## src/rtl/mic1_microsequencer.sv

```systemverilog
// MIC1 microsequencer: holds MPC/MIR, fetches microinstructions from a synchronous
// control store and runs each one through a FETCH / LOAD / EXEC sequence.
module mic1_microsequencer #(
    parameter int unsigned          CS_ADDR_W = 9,
    parameter int unsigned          CS_DATA_W = 36,
    parameter logic [CS_ADDR_W-1:0] RESET_MPC = 9'h000
) (
    input  logic                 clock,
    input  logic                 reset,
    output logic [CS_ADDR_W-1:0] cs_addr,
    output logic                 cs_rd,
    input  logic [CS_DATA_W-1:0] cs_data,
    input  logic                 alu_n,
    input  logic                 alu_z,
    input  logic [7:0]           mbr,
    input  logic                 mem_busy,
    output logic [7:0]           alu_ctrl,
    output logic [8:0]           c_ctrl,
    output logic [3:0]           b_sel,
    output logic                 mem_write,
    output logic                 mem_read,
    output logic                 mem_fetch,
    output logic                 exec_valid,
    output logic [CS_ADDR_W-1:0] mpc,
    output logic                 halted
);

    localparam int unsigned JMPC_BIT = CS_DATA_W - 1 - CS_ADDR_W;
    localparam int unsigned JAMN_BIT = JMPC_BIT - 1;
    localparam int unsigned JAMZ_BIT = JMPC_BIT - 2;

    typedef enum logic [1:0] {
        ST_FETCH = 2'd0,
        ST_LOAD  = 2'd1,
        ST_EXEC  = 2'd2,
        ST_HALT  = 2'd3
    } state_t;

    state_t                 state_q, state_d;
    logic [CS_ADDR_W-1:0]   mpc_q, mpc_d;
    logic [CS_DATA_W-1:0]   mir_q, mir_d;

    logic [CS_ADDR_W-1:0]   next_addr;
    logic                   jmpc, jamn, jamz;
    logic [CS_ADDR_W-1:0]   next_mpc;
    logic                   self_loop;
    logic                   exec_fire;

    assign next_addr = mir_q[CS_DATA_W-1 -: CS_ADDR_W];
    assign jmpc      = mir_q[JMPC_BIT];
    assign jamn      = mir_q[JAMN_BIT];
    assign jamz      = mir_q[JAMZ_BIT];

    // A branch-free word that points at itself is the halt idiom.
    assign self_loop = !(jmpc || jamn || jamz) && (next_addr == mpc_q);
    assign exec_fire = (state_q == ST_EXEC) && !mem_busy;

    always_comb begin
        next_mpc = next_addr;
        if (jmpc) begin
            next_mpc[7:0] = next_addr[7:0] | mbr;
        end
        next_mpc[CS_ADDR_W-1] = next_addr[CS_ADDR_W-1] | (jamn & alu_n) | (jamz & alu_z);
    end

    always_comb begin
        mpc_d = mpc_q;
        mir_d = mir_q;
        if (exec_fire) begin
            mpc_d = next_mpc;
        end
        // cs_data carries the word requested in FETCH during this cycle.
        if (state_q == ST_LOAD) begin
            mir_d = cs_data;
        end
    end

    always_ff @(posedge clock or posedge reset) begin
        if (reset) begin
            mpc_q <= RESET_MPC;
            mir_q <= '0;
        end else begin
            mpc_q <= mpc_d;
            mir_q <= mir_d;
        end
    end

    always_ff @(posedge clock or posedge reset) begin
        if (reset) begin
            state_q <= ST_FETCH;
        end else begin
            state_q <= state_d;
        end
    end

    always_comb begin
        state_d = state_q;
        case (state_q)
            ST_FETCH: state_d = mem_busy ? ST_FETCH : ST_LOAD;
            ST_LOAD:  state_d = ST_EXEC;
            ST_EXEC: begin
                if (!mem_busy) begin
                    state_d = self_loop ? ST_HALT : ST_FETCH;
                end
            end
            ST_HALT:  state_d = ST_HALT;
            default:  state_d = ST_FETCH;
        endcase
    end

    always_comb begin
        cs_rd      = 1'b0;
        exec_valid = 1'b0;
        halted     = 1'b0;
        case (state_q)
            ST_FETCH: cs_rd      = !mem_busy && !reset;
            ST_EXEC:  exec_valid = !mem_busy;
            ST_HALT:  halted     = 1'b1;
            default:  ;
        endcase
    end

    assign cs_addr   = mpc_q;
    assign mpc       = mpc_q;
    assign alu_ctrl  = mir_q[23:16];
    assign c_ctrl    = mir_q[15:7];
    assign b_sel     = mir_q[3:0];
    assign mem_write = mir_q[6] & exec_valid;
    assign mem_read  = mir_q[5] & exec_valid;
    assign mem_fetch = mir_q[4] & exec_valid;

endmodule

```

## config.mk

```make
export PLATFORM = sky130hd
export DESIGN_NAME = mic1_microsequencer
export DESIGN_NICKNAME = d
export VERILOG_FILES = /design/src/rtl/mic1_microsequencer.sv
export SDC_FILE = /design/constraint.sdc
export NUM_CORES = 1
export LEC_CHECK = 0
export ABC_CLOCK_PERIOD_IN_PS = 1900
export CORE_MARGIN = 1.5
export CORE_UTILIZATION = 35
export DETAILED_ROUTE_END_ITERATION = 16
export GPL_TIMING_DRIVEN = 0
export PLACE_DENSITY = 0.68
export SETUP_SLACK_MARGIN = 0.4
export SYNTH_ARGS = -nofsm -noshare
export SYNTH_HDL_FRONTEND = slang
export SYNTH_SLANG_ARGS = --single-unit
```

## constraint.sdc

```tcl
create_clock -name clock -period 1.9 [get_ports clock]
set_input_delay 0.38 -clock clock [delete_from_list [all_inputs] [get_ports clock]]
set_output_delay 0.38 -clock clock [all_outputs]
set_load 0.005 [all_outputs]
```

==> run metrics <==
clock-pin slew on the worst setup and hold paths=0.08 ns; fin worst setup slack=0.142 ns; synth warn=0; Arr. time, crit path=1.38 ns; VDD IR max=0.550 mV; minimum clock period=1.76 ns; Max-Cap Viols=0; largest net degree at the start of global routing=27; detailed-route DRC error count=0; Seq/Total Area, Yosys=0.541; status=complete, no violations; Leak=0.00156 uW; Final HPWL DP=3360 um; final worst-path cycle share=0.925; Final Wtd Congestion=0.681; count leader, synth=dfrtp_1; worst rel slew slack=0.604; Setup TNS=0 ns; Filler cells=555; Syn Area/Cell=12.4 um^2; Root Driver=clkbuf_8; Primary FF master, synth=dfrtp_1; share of cells above drive strength 1=0.379; TritonCTS Buffers=5; syn nets=224; distinct cell type count of the synthesized netlist=22; asr flop ratio synth=1.00; CTS tree=built; Fin. Hold Viols=0; Syn Inst Count=175; startpoint class of the critical path=flip-flop; Req. time, crit path=1.52 ns; Clk Latency, worst-skew pair=0.29 ns; final cell count without fillers=373; PortBufs=93; Crit. End Element=output port; clk sink count=47; ANT cells=0; total track usage=0.153; worst hold path class=flip-flop to flip-flop; post-synth top area cell=dfrtp_1; placement row count=28; DP Cell Count=344; detailed-route wire length=4870 um; vias in the first global route=1594; Commonest cells post-synth=dfrtp_1, mux2_2, buf_4; Worst-Margin Slew=0.592 ns; PD cells=1500 nW/um^2; first-pass iteration count of the detailed router=4; Worst Path Max Fanout=3; via count=1658; H-tree depth=2; Synth top area share=0.541; number of synthesized flops with an enable pin=0; CTS Buffer Depth=2; Die W=81.8 um; remaining antenna violation count=0; top cells by area, synth=dfrtp_1, mux2_2, buf_4; Post-DP Area=3230 um^2; Final setup viols=0; first-pass GRT wire length=7630 um; drt via density=4.45; fin. max-slew vios=0; net count reported at finish=346; dpl ws=-0.743 ns; initial antenna violation count=0; critical path type=flip-flop to output port; Synth Register Bits=47; clk_skew=0.00629 ns; total congestion overflow=0; RSZ-0062 raised after global routing=true; per-cell routed wire length=13.1 um; PnR Total Power=5180 uW; Fmax=0.569 GHz; Initial Util=0.365; Layout area overhead=59.0%; Cell Area, Synth=2170 um^2; Core ar.=5960 um^2; Die Height=81.8 um; die area=6690 um^2; initial DRC count=42; IO Pins=94; finished layout cell area=3450 um^2
## sequential cells by signal (all words and copies together) (netlist names)
signal,count
cs_addr,9
mir_q,36
state_q,2
## cell families (layout without fill, tap and decap cells)
kind of cell / after synthesis / in the layout / synth area share
AO/OA/AOI/OAI: 22 / 22 / 0.0535
XOR/XNOR: 9 / 9 / 0.0363
buffers and inverters: 40 / 163 / 0.126
flip-flops: 47 / 47 / 0.541
multiplexers: 36 / 36 / 0.187
AND/OR/NAND/NOR: 21 / 21 / 0.0564
## through the flow
step / utilization / hold slack, ns
finish: 0.580 / 0.497
global route: 0.580 / 0.524
CTS: 0.574 / 0.503
detailed placement: 0.542 / 0.483
global placement: 0.537 / 0.475
floorplan: - / 0.465
## layout by cell type (no fill, tap or decap), types with 2 or more instances in the layout
master / instances
buf_6: 4
clkbuf_2: 3
clkbuf_1: 2
and2_4: 2
clkdlybuf4s50_1: 47
nor4_1: 2
xor2_1: 9
mux2_2: 32
a31oi_1: 2
buf_2: 3
mux2_1: 4
clkbuf_8: 6
nor2_1: 10
inv_2: 3
a21oi_1: 17
dfrtp_1: 46
dlygate4sd2_1: 34
clkdlybuf4s15_1: 5
buf_4: 52
## area by class of cell
cell class,count,area (um^2),share of cell area
sequential,47,1180,0.341
timing repair buffer,115,1050,0.305
multi-input combinational,88,747,0.216
buffer,36,288,0.0833
tap,75,93.8,0.0272
clock buffer,7,76.3,0.0221
inverter,4,15.0,0.00435
clock inverter,1,5.00,0.00145
## worst paths after layout
| check | to | slack [ns] | depth (start not counted) | from |
|---|---|---|---|---|
| hold reg to reg | mir_q[17]$_DFFE_PP0N_ | 0.50 | 1 | mir_q[17]$_DFFE_PP0N_ |
| hold / removal | mir_q[17]$_DFFE_PP0N_ | 0.50 | 1 | mir_q[17]$_DFFE_PP0N_ |
| setup / recovery | mem_write | 0.14 | 6 | state_q[1]$_DFFE_PP0P_ |
| max in group asynchronous | state_q[0]$_DFFE_PP0P_ | 0.86 | 3 | reset |
| setup reg to reg | state_q[0]$_DFFE_PP0P_ | 0.38 | 5 | mir_q[26]$_DFFE_PP0N_ |
| min in group asynchronous | mir_q[19]$_DFFE_PP0N_ | 0.52 | 2 | reset |
## timing repair
item | in CTS | in global routing
setup buffers | 17 | 4
endpoints found under the setup margin | 85 | 14
pin swaps | 8 | 3
hold buffers | 0 | 0
resized for setup | 77 | 13
## worst max-delay path, stage by stage, from the launching register on
cell     delay [ns]
dfrtp_1        0.37
inv_2          0.06
nor3_4         0.22
buf_4          0.15
buf_8          0.08
and2_4         0.12
buf_6          0.08
## power by group
group	internal [uW]	leakage [uW]	switching (uW)
clock network	259	0.0000422	316
registers	1510	0.000537	315
logic	1800	0.000978	971
## metal layers
metal  share of wire  track usage  wire, um
met4          0.0078       0.0305        38
met1            0.45        0.198      2190
met3           0.071       0.0444       348
met5               0            0         0
met2            0.47        0.253      2300
Note: power is estimated with default switching activity, not from simulation.
